### src/rtl/jk_sequencer_if.sv
// jk_sequencer_if: control, program-write and JK drive signals of the JK step sequencer.
interface jk_sequencer_if #(
    parameter int ADDR_W = 4
);
    logic              start;
    logic              stop;
    logic              pause;
    logic              loop;
    logic [ADDR_W-1:0] last_idx;
    logic              prog_we;
    logic [ADDR_W-1:0] prog_addr;
    logic [1:0]        prog_cmd;
    logic              j;
    logic              k;
    logic              ff_en;
    logic [ADDR_W-1:0] step;
    logic              busy;
    logic              done;
    modport master (
        output start, stop, pause, loop, last_idx, prog_we, prog_addr, prog_cmd,
        input  j, k, ff_en, step, busy, done
    );
    modport slave (
        input  start, stop, pause, loop, last_idx, prog_we, prog_addr, prog_cmd,
        output j, k, ff_en, step, busy, done
    );
endinterface

### src/rtl/jk_sequencer.sv
// jk_sequencer: prescaled step sequencer driving J/K and a clock-enable strobe from a command list.
// Define JK_SEQUENCER_PAUSE_EN to honour the pause input; otherwise pause is ignored.
module jk_sequencer #(
    parameter int CLK_DIV = 50_000_000,
    parameter int DEPTH   = 16,
    parameter int ADDR_W  = 4
) (
    input logic           clk,
    input logic           rst,
    jk_sequencer_if.slave sif
);
    localparam int PW = $clog2(CLK_DIV);
    localparam logic [PW-1:0] PRE_LAST = PW'(CLK_DIV - 1);
    localparam logic [ADDR_W-1:0] STEP_LAST = ADDR_W'(DEPTH - 1);

    typedef enum logic [1:0] {IDLE, RUN, PAUSE, DONE} state_t;

    state_t            state, state_nx;
    logic [PW-1:0]     presc, presc_nx;
    logic [ADDR_W-1:0] step, step_nx;
    logic [1:0]        mem [DEPTH];
    logic              busy, strobe, pause_req;

    assign busy   = state == RUN || state == PAUSE;
    assign strobe = state == RUN && presc == PRE_LAST;

`ifdef JK_SEQUENCER_PAUSE_EN
    assign pause_req = sif.pause;
`else
    logic unused_pause;
    assign unused_pause = sif.pause;
    assign pause_req    = 1'b0;
`endif

    always_ff @(posedge clk or posedge rst) begin
        if (rst) begin
            state <= IDLE;
            presc <= '0;
            step  <= '0;
        end else begin
            state <= state_nx;
            presc <= presc_nx;
            step  <= step_nx;
        end
    end

    // A pause arriving on a strobe cycle still completes that step boundary.
    always_comb begin
        state_nx = state;
        presc_nx = presc;
        step_nx  = step;
        if (sif.stop) begin
            state_nx = IDLE;
            presc_nx = '0;
            step_nx  = '0;
        end else if ((state == IDLE || state == DONE) && sif.start) begin
            state_nx = RUN;
            presc_nx = '0;
            step_nx  = '0;
        end else if (strobe) begin
            presc_nx = '0;
            if (step == sif.last_idx && !sif.loop) begin
                state_nx = DONE;
            end else begin
                step_nx  = (step == sif.last_idx || step == STEP_LAST) ? '0 : step + 1'b1;
                state_nx = pause_req ? PAUSE : RUN;
            end
        end else if (state == RUN) begin
            state_nx = pause_req ? PAUSE : RUN;
            presc_nx = pause_req ? presc : presc + 1'b1;
        end else if (state == PAUSE && !pause_req) begin
            state_nx = RUN;
        end
    end

    always_ff @(posedge clk or posedge rst) begin
        if (rst) begin
            for (int i = 0; i < DEPTH; i++) mem[i] <= '0;
        end else if (sif.prog_we && !busy) begin
            mem[sif.prog_addr] <= sif.prog_cmd;
        end
    end

    // Command bits are {J,K} directly.
    assign sif.j     = busy & mem[step][1];
    assign sif.k     = busy & mem[step][0];
    assign sif.ff_en = strobe;
    assign sif.step  = step;
    assign sif.busy  = busy;
    assign sif.done  = state == DONE;
endmodule

### src/flat_wrapper.sv
// flat-port wrapper written by rule: the top's interface ports become plain ports
module jk_sequencer_flat 
#(
    parameter int CLK_DIV = 50_000_000,
    parameter int DEPTH   = 16,
    parameter int ADDR_W  = 4
)
  (clk, rst, sif_start, sif_stop, sif_pause, sif_loop, sif_last_idx, sif_prog_we, sif_prog_addr, sif_prog_cmd, sif_j, sif_k, sif_ff_en, sif_step, sif_busy, sif_done);
  jk_sequencer_if #(.ADDR_W(ADDR_W)) sif_i ();
  input logic clk;
  input logic rst;
  input wire logic [$bits(sif_i.start)-1:0] sif_start;
  input wire logic [$bits(sif_i.stop)-1:0] sif_stop;
  input wire logic [$bits(sif_i.pause)-1:0] sif_pause;
  input wire logic [$bits(sif_i.loop)-1:0] sif_loop;
  input wire logic [$bits(sif_i.last_idx)-1:0] sif_last_idx;
  input wire logic [$bits(sif_i.prog_we)-1:0] sif_prog_we;
  input wire logic [$bits(sif_i.prog_addr)-1:0] sif_prog_addr;
  input wire logic [$bits(sif_i.prog_cmd)-1:0] sif_prog_cmd;
  output wire logic [$bits(sif_i.j)-1:0] sif_j;
  output wire logic [$bits(sif_i.k)-1:0] sif_k;
  output wire logic [$bits(sif_i.ff_en)-1:0] sif_ff_en;
  output wire logic [$bits(sif_i.step)-1:0] sif_step;
  output wire logic [$bits(sif_i.busy)-1:0] sif_busy;
  output wire logic [$bits(sif_i.done)-1:0] sif_done;
  assign sif_i.start = sif_start;
  assign sif_i.stop = sif_stop;
  assign sif_i.pause = sif_pause;
  assign sif_i.loop = sif_loop;
  assign sif_i.last_idx = sif_last_idx;
  assign sif_i.prog_we = sif_prog_we;
  assign sif_i.prog_addr = sif_prog_addr;
  assign sif_i.prog_cmd = sif_prog_cmd;
  assign sif_j = sif_i.j;
  assign sif_k = sif_i.k;
  assign sif_ff_en = sif_i.ff_en;
  assign sif_step = sif_i.step;
  assign sif_busy = sif_i.busy;
  assign sif_done = sif_i.done;
  jk_sequencer #(.CLK_DIV(CLK_DIV), .DEPTH(DEPTH), .ADDR_W(ADDR_W)) u_core (.clk(clk), .rst(rst), .sif(sif_i));
endmodule
### config.mk
export PLATFORM = sky130hd
export DESIGN_NAME = jk_sequencer_flat
export DESIGN_NICKNAME = d
export VERILOG_FILES = /design/src/rtl/jk_sequencer_if.sv /design/src/rtl/jk_sequencer.sv /design/src/flat_wrapper.sv
export SDC_FILE = /design/constraint.sdc
export NUM_CORES = 1
export LEC_CHECK = 0
export ABC_AREA = 1
export BUFFER_PORTS_ARGS = -buffer_cell sky130_fd_sc_hd__buf_2
export CAP_MARGIN = 20
export CORE_ASPECT_RATIO = 0.8
export CORE_UTILIZATION = 50
export DETAILED_ROUTE_END_ITERATION = 8
export PLACE_DENSITY = 0.68
export SLEW_MARGIN = 20
export SYNTH_ARGS = -nofsm -noshare
export SYNTH_HDL_FRONTEND = slang
export SYNTH_SLANG_ARGS = --single-unit
### constraint.sdc
create_clock -name clk -period 3.4 [get_ports clk]
set_clock_uncertainty 0.2 [all_clocks]
set_input_delay 0.34 -clock clk [delete_from_list [all_inputs] [get_ports clk]]
set_output_delay 0.34 -clock clk [all_outputs]
set_load 0.005 [all_outputs]
* After elaboration in Yosys (flattened, before gate mapping)
Cells that the tools add are included.
W data, S select, Z words.
** Word-level totals
- Bits in registers :: 64
- Output and inout bits :: 9
- Bits of input ports :: 17
- Word-level logic and storage cells :: 71
** Operators by class
- Add/subtract/negate cells :: 2
- Reductions and logical operators :: 15
- $lt $le $gt $ge :: 3
- Mux-type cells :: 21
- Equal/unequal tests :: 7
- Bitwise logic cells :: 4
** Operator list (number)
- $mux W26 :: 4
- $bwmux W32 :: 1
- $add A26 B1 Y26 const B :: 1
- $eq A26 B26 Y1 const B :: 1
- $mux W4 :: 5
- $mux W2 :: 9
- $ge A5 B5 Y1 const B :: 2
- $not A4 Y5 :: 2
- $bmux W2 S4 :: 1
- $demux W2 S4 :: 1
- $logic_and A1 B1 Y1 :: 5
- $lt A5 B1 Y1 const B :: 1
- $reduce_bool A5 Y1 :: 1
- $add A4 B1 Y4 const B :: 1
- $eq A2 B2 Y1 const B :: 2
- $eq A4 B4 Y1 :: 1
- $eq A4 B4 Y1 const B :: 1
- $reduce_bool A4 Y1 :: 1
- $logic_or A1 B1 Y1 :: 3
- $ne A3 B2 Y1 const B :: 1
- $reduce_bool A3 Y1 :: 1
- $and A1 B1 Y1 :: 2
- $eq A2 B1 Y1 const B :: 1
- $logic_not A1 Y1 :: 2
- 2 further kinds :: 2

* Longest topological paths before layout
Gate-level depths: netlist (run 1).
- Depth after elaboration :: 7
- Mapped depth :: 12
- Depth with buffers taken out :: 11

* Worst setup path before layout (run 1)
No wires, ideal clock.
- Path kind :: reg2reg
- From :: register u_core.state[0]
- To :: register u_core.presc[7]
- Path buffers :: 2
- Slack :: 1607 ps
- Library setup time :: 118 ps
- Clock period less this slack :: 1793 ps
- Stages on the path, launching flop included :: 10
- Required time :: 3082 ps
- Data arrival time :: 1474 ps
- Cell sequence :: dfrtp_1 ha_1 buf_4 nand2_1 nand3_2 buf_4 nand3_1 nor2_1 xor2_1 nor2_1
** On the way
- Longest elaborated chain between the ends :: 5
- Elaborated cells between the ends (all ways) :: 10
- Classes of those cells :: 2 x eq/ne; 3 x mux; 5 x reduce/logical
** Ends and longest elaborated chain
- start, declared :: line jk_sequencer.sv:18 : state_t state, state_nx;
- start signal, assigned :: line jk_sequencer.sv:41 : state <= state_nx;
- $eq A2 B1 Y1 (tied with other cells) :: line jk_sequencer.sv:25, jk_sequencer.sv:68
- $logic_and A1 B1 Y1 / $logic_or A1 B1 Y1 (equally long branches) :: line jk_sequencer.sv:25, jk_sequencer.sv:56
- $mux W26 / $logic_and A1 B1 Y1 (equally long branches) :: line jk_sequencer.sv:60, jk_sequencer.sv:56
- $mux W26 :: line jk_sequencer.sv:56 : end else if ((state == IDLE || state == DONE) && sif.start) begin
- $mux W26 :: line jk_sequencer.sv:52 : if (sif.stop) begin
- end signal, assigned :: line jk_sequencer.sv:42 : presc <= presc_nx;
- end, declared :: line jk_sequencer.sv:19 : logic [PW-1:0] presc, presc_nx;
Parallel ways exist; a longest one is shown, timed or not.
A chain may end at the register's enable or synchronous reset.

* Worst setup path in the final report (run 1)
- From :: register u_core.step[0], in the netlist u_core.sif.step[0]
- To :: output sif_k
** On the way
- Longest elaborated chain between the ends :: 5
** Ends and longest elaborated chain
- start, declared :: line jk_sequencer.sv:20 : logic [ADDR_W-1:0] step, step_nx;
- start signal, assigned :: line jk_sequencer.sv:43 : step <= step_nx;
- $not A4 Y5 (not written as such) :: line jk_sequencer.sv:86 : assign sif.k = busy & mem[step][0];
- $bmux W2 S4 :: line jk_sequencer.sv:86
- $mux W2 (2 in a row)
- $and A1 B1 Y1 :: line jk_sequencer.sv:86
- end, declared :: line flat_wrapper.sv:21 : output wire logic [$bits(sif_i.k)-1:0] sif_k;
Every way passes these cells. The select of a mux whose other input is x is not followed.

==> impl_metrics.json, run 1 <==
{
  "layout.nets": 565,
  "hold_violations": 0,
  "postRouteAntennaNets": 0,
  "fin_setup_tns_ns": 0,
  "slew_violations": 0,
  "hp-class": "in2reg",
  "gr-usage-all-layers": 0.250,
  "insertion_delay_ns": 0.34,
  "routed_wl_um": 8650,
  "max_freq_mhz": 377,
  "syn-num-nets": 538,
  "viasPerCell": 5.32,
  "ys_ff_latch": 64,
  "period_minus_slack_ns": 2.65,
  "cts_root_buffer": "clkbuf_8",
  "die-area_mm2": 0.00768,
  "rr_startpoint": "u_core.state[1]",
  "endpoint_kind": "primary output",
  "power_leakage_nw": 1.91,
  "ios": 26,
  "synth_cell_types": 27,
  "gp_congestion": 0.915,
  "required_ns": 2.86,
  "drive_gt1_frac": 0.115,
  "placed_area_mm2": 0.00384,
  "drc": 4,
  "clk_path_buf_depth": 2,
  "syn-mean-instance-area_um2": 7.09,
  "fp.dieH_um": 78.6,
  "powerDensity_mw_per_mm2": 466,
  "area_growth_pct": 10.5,
  "vdd_drop_max_v": 0.000234,
  "antenna_found_initial": 0,
  "status": "finished with violations",
  "numClockSinks": 64,
  "io_buffer_count": 24,
  "final_common_cell": "nand2_1",
  "crit_type": "reg2out",
  "initial_core_util": 0.524,
  "fin_crit_sh": 0.779,
  "rsz0062_at_grt": "no",
  "setup_viol_count_final": 0,
  "relSlewSlack": 0.608,
  "htreeDepth": 3,
  "yosys_warnings": 0,
  "failed_checks": "DRC",
  "cp_common_cell": "nand2_1",
  "hpwl_um": 6240,
  "drt_iter0_markers": 208,
  "crit_start": "u_core.sif.step[0]",
  "via_count": 3383,
  "slowest_stage": "inv_1",
  "critPathMaxFanout": 23,
  "worst_slack_ns": 0.751,
  "path_clk_slew_ns": 0.08,
  "antennaDiodeCount": 0,
  "startpoint_type": "flop",
  "min_from": "sif_stop",
  "grt_overflow": 0,
  "cts_tree": "yes",
  "crit_chain": "buf_4, inv_1, nand2_1, nand2_1, nand2_1, nand3_1, nand3_1, a21oi_1, buf_2",
  "grt_pass1_vias": 3229,
  "die_w_um": 97.7,
  "worst_slew_pin_slew_ns": 0.587,
  "cap_violations": 0,
  "wire_per_inst_um": 13.6,
  "drtPass1Iterations": 8,
  "layout_common_cells": "169 x nand2_1, 71 x nor2_1, 64 x dfrtp_1",
  "cts_resized": 0,
  "r2r_slack_ns": 1.08,
  "cp.arrival_ns": 2.11,
  "grt_max_degree": 35,
  "synth_seq_area_share": 0.437,
  "syn_inst": 517,
  "place_ws_ns": 1.09,
  "dp.cells": 619,
  "row_count": 27,
  "fin_area_mm2": 0.00405,
  "grt_pass1_wl_um": 15000,
  "core_mm2": 0.00699,
  "crit_path_max_incr_delay_ns": 0.41,
  "synth_area_mm2": 0.00366,
  "numCtsBuffers": 9,
  "final_cells": 636
}
kinds of logic (layout without fill, tap and decap cells):
kind of cell / count (synthesis) / in the layout / synth area share
buffers and inverters: 69 / 101 / 0.0789
adder cells (fa/ha/maj): 4 / 4 / 0.0137
flip-flops: 64 / 64 / 0.437
AO/OA/AOI/OAI: 55 / 55 / 0.0755
XOR/XNOR: 8 / 8 / 0.0191
AND/OR/NAND/NOR: 317 / 317 / 0.376
final cells by class:
type / count / area (µm²)
inverter: 57 / 214
clock inverter: 5 / 56.3
clock buffer: 11 / 141
timing repair buffer: 28 / 153
fill: 680 / 2950
tap: 87 / 109
multi-input combinational: 384 / 1770
sequential: 64 / 1600
flip-flops by register name (all words and copies together), names as in the netlist:
register / count
u_core.state: 2
u_core.sif.step: 4
u_core.mem: 32
u_core.presc: 26
worst max-delay path: cells and delay by family (launching register included):
kind | cells | cell delay (ns)
and+or+nand+nor | 5 | 0.47
AOI/OAI and AO/OA | 1 | 0.15
DFF | 1 | 0.37
buffers and inverters | 3 | 0.77
report_power, final:
group / total (mW) / internal (mW) / switching [mW]
Combinational: 0.305 / 0.109 / 0.197
Sequential: 0.917 / 0.854 / 0.0627
Clock: 0.666 / 0.358 / 0.308
synthesized netlist by cell type:
| library cell | n | area [µm²] |
|---|---|---|
| nand3b_1 | 2 | 15.0 |
| a21oi_1 | 9 | 45.0 |
| nor2_1 | 71 | 267 |
| a31oi_1 | 1 | 6.26 |
| dfrtp_1 | 64 | 1600 |
| inv_2 | 2 | 7.51 |
| nor3_1 | 8 | 40.0 |
| nand2_4 | 1 | 11.3 |
| inv_1 | 55 | 206 |
| nand2_1 | 169 | 634 |
| xnor2_1 | 2 | 17.5 |
| clkbuf_1 | 4 | 15.0 |
| and2_1 | 1 | 6.26 |
| xor2_1 | 6 | 52.6 |
| nor2_2 | 4 | 25.0 |
| or2_0 | 2 | 12.5 |
| nand3_1 | 35 | 175 |
| o21ai_0 | 45 | 225 |
| buf_4 | 4 | 30.0 |
| buf_2 | 3 | 15.0 |
| buf_8 | 1 | 15.0 |
| nor2_4 | 5 | 56.3 |
| nand4_1 | 10 | 62.6 |
| nand2_2 | 4 | 25.0 |
| ha_1 | 4 | 50.1 |
| nor4_1 | 1 | 6.26 |
| nand3_2 | 4 | 40.0 |
layer usage:
metal | GRT usage | up-vias | wire length [µm]
met5 | 0 | - | 0
met4 | 0.0727 | 0 | 65
met1 | 0.362 | 1604 | 4330
met2 | 0.368 | 91 | 3670
li1 | - | 1683 | -
met3 | 0.0641 | 5 | 588
path summary, 6_finish.rpt:
path,cells past startpoint,endpoint
min in group asynchronous,4,u_core.presc[11]
worst min-delay path,4,u_core.state[0]
max in group asynchronous,4,u_core.mem[18]
worst max-delay path,9,sif_k
worst max register to register,9,u_core.presc[22]
worst min register to register,2,u_core.mem[17]
repair_timing:
item / 4_1_cts / 5_1_grt
hold buffers: 1 / 0
endpoints found under the hold margin: 64 / 0
setup buffers: 0 / 0
stage by stage:
step / hold WS (ns) / utilization / power (mW)
after floorplan: 0.248 / - / 1.14
final: 0.0872 / 0.579 / 1.89
after detailed placement: 0.250 / 0.549 / 1.23
after global routing: 0.0755 / 0.579 / 2.00
after global placement: 0.249 / 0.549 / 1.22
after CTS: 0.0796 / 0.579 / 1.90
No activity file was read; power rests on OpenSTA's default activity.
==> run 2: changes to the inputs <==
- clock period: 3.4 -> 2.49 ns (I/O delays scaled with it)
==> impl_metrics.json, run 2 (synthesized netlist as in run 1, its figures left out) <==
{
  "seqCellArea_mm2": 0.00160,
  "worst_slew_pin_slew_ns": 0.523,
  "r2r_cells": 9,
  "layout_common_cells": "169 x nand2_1, 71 x nor2_1, 64 x dfrtp_1",
  "top_register": "u_core.mem",
  "wire_per_inst_um": 13.2,
  "final_common_cell": "nand2_1",
  "r2r_end": "u_core.sif.step[3]",
  "cp.arrival_ns": 1.86,
  "powerDensity_mw_per_mm2": 650,
  "fin_area_mm2": 0.00411,
  "grt_max_degree": 65,
  "via_count": 3337,
  "cts_tree": "yes",
  "cap_violations": 0,
  "numCtsBuffers": 9,
  "r2r_slack_ns": 0.23,
  "status": "finished with violations",
  "initial_core_util": 0.524,
  "io_buffer_count": 24,
  "die_w_um": 97.7,
  "max_freq_mhz": 433,
  "gr-usage-all-layers": 0.243,
  "layout.nets": 568,
  "insertion_delay_ns": 0.35,
  "antenna_found_initial": 0,
  "grt_overflow": 0,
  "hp-class": "in2reg",
  "grt_pass1_vias": 3026,
  "gp_congestion": 0.914,
  "area_growth_pct": 12.1,
  "drtPass1Iterations": 8,
  "clk_path_buf_depth": 2,
  "cp_common_cell": "nand2_1",
  "placed_area_mm2": 0.00387,
  "antennaDiodeCount": 0,
  "rsz0062_at_grt": "no",
  "hold_violations": 0,
  "vdd_drop_max_v": 0.000364,
  "slowest_stage": "inv_1",
  "grt_pass1_wl_um": 14600,
  "htreeDepth": 3,
  "place_ws_ns": 0.257,
  "row_count": 27,
  "relSlewSlack": 0.651,
  "path_clk_slew_ns": 0.07,
  "post_cts_buffers": 0,
  "slew_violations": 0,
  "cts_root_buffer": "clkbuf_8",
  "fin_crit_sh": 0.927,
  "failed_checks": "DRC",
  "crit_path_max_incr_delay_ns": 0.39,
  "setup_viol_count_final": 0,
  "crit_chain": "inv_1, nand2_1, nand2_1, nand2_1, nand3_1, nand3_1, a21oi_1, buf_2",
  "rr_startpoint": "u_core.state[1]",
  "worst_slack_ns": 0.182,
  "top_regs": "u_core.mem x32, u_core.presc x26, u_core.sif.step x4",
  "min_from": "sif_prog_addr[1]",
  "endpoint_kind": "primary output",
  "crit_type": "reg2out",
  "postRouteAntennaNets": 0,
  "period_minus_slack_ns": 2.31,
  "fin_setup_tns_ns": 0,
  "fp.dieH_um": 78.6,
  "routed_wl_um": 8470,
  "core_mm2": 0.00699,
  "drive_gt1_frac": 0.120,
  "multi_input_area_mm2": 0.00177,
  "whs_path_depth": 4,
  "die-area_mm2": 0.00768,
  "startpoint_type": "flop",
  "power_leakage_nw": 1.94,
  "drc": 4,
  "fillers": 669,
  "critPathMaxFanout": 17,
  "hpwl_um": 6040,
  "numClockSinks": 64,
  "holdPathEnd": "u_core.mem[12]",
  "ios": 26,
  "required_ns": 2.04,
  "drt_iter0_markers": 241,
  "largest_reg_flops": 32,
  "viasPerCell": 5.22
}
## run 2: worst max path at each step
stage,start,to,cells past startpoint
2_1_floorplan,rst,u_core.mem[0],1
3_3_place_gp,u_core.state[1],u_core.presc[22],9
3_5_place_dp,u_core.state[1],u_core.sif.step[3],9
4_1_cts,u_core.sif.step[0],sif_j,8
5_1_grt,u_core.sif.step[0],sif_j,8
6_report,u_core.sif.step[0],sif_k,8
## run 2: power by group
group	internal [mW]	switching (mW)
Sequential	1.17	0.0776
Clock	0.585	0.413
Combinational	0.157	0.271
Total	1.91	0.762
## run 2: layout make-up
| type | instances | share of cell area |
|---|---|---|
| clock buffer | 10 | 0.0335 |
| tap | 87 | 0.0265 |
| sequential | 64 | 0.390 |
| timing repair buffer | 31 | 0.0463 |
| multi-input combinational | 384 | 0.432 |
| clock inverter | 6 | 0.0201 |
| inverter | 57 | 0.0521 |
## run 2: stage by stage
step / util / total power, mW / instances / hold WS [ns]
floorplan: - / 1.56 / 517 / 0.231
global placement: 0.553 / 1.67 / 621 / 0.148
detailed placement: 0.553 / 1.69 / 621 / 0.147
CTS: 0.587 / 2.69 / 639 / 0.107
global route: 0.587 / 2.82 / 639 / 0.162
finish: 0.587 / 2.67 / 639 / 0.114
## run 2: what timing repair did
action                                 CTS  global route
gates resized for setup                  0             0
hold buffers                             2             0
endpoints found under the hold margin   65             0
## run 2: critical path: cells and delay by family, from the launching register on
| kind | cells | cell delay (ns) |
|---|---|---|
| compound gates | 1 | 0.17 |
| buf+inv | 2 | 0.53 |
| flops | 1 | 0.38 |
| simple gates | 5 | 0.43 |
## run 2: per-layer routing
metal / wire length [µm] / GRT usage / vias up / part of all wire
met5: 0 / 0 / - / 0
met4: 91 / 0.0773 / 0 / 0.011
met3: 520 / 0.0463 / 11 / 0.061
met2: 3420 / 0.343 / 83 / 0.40
met1: 4430 / 0.370 / 1552 / 0.52
li1: - / - / 1691 / -
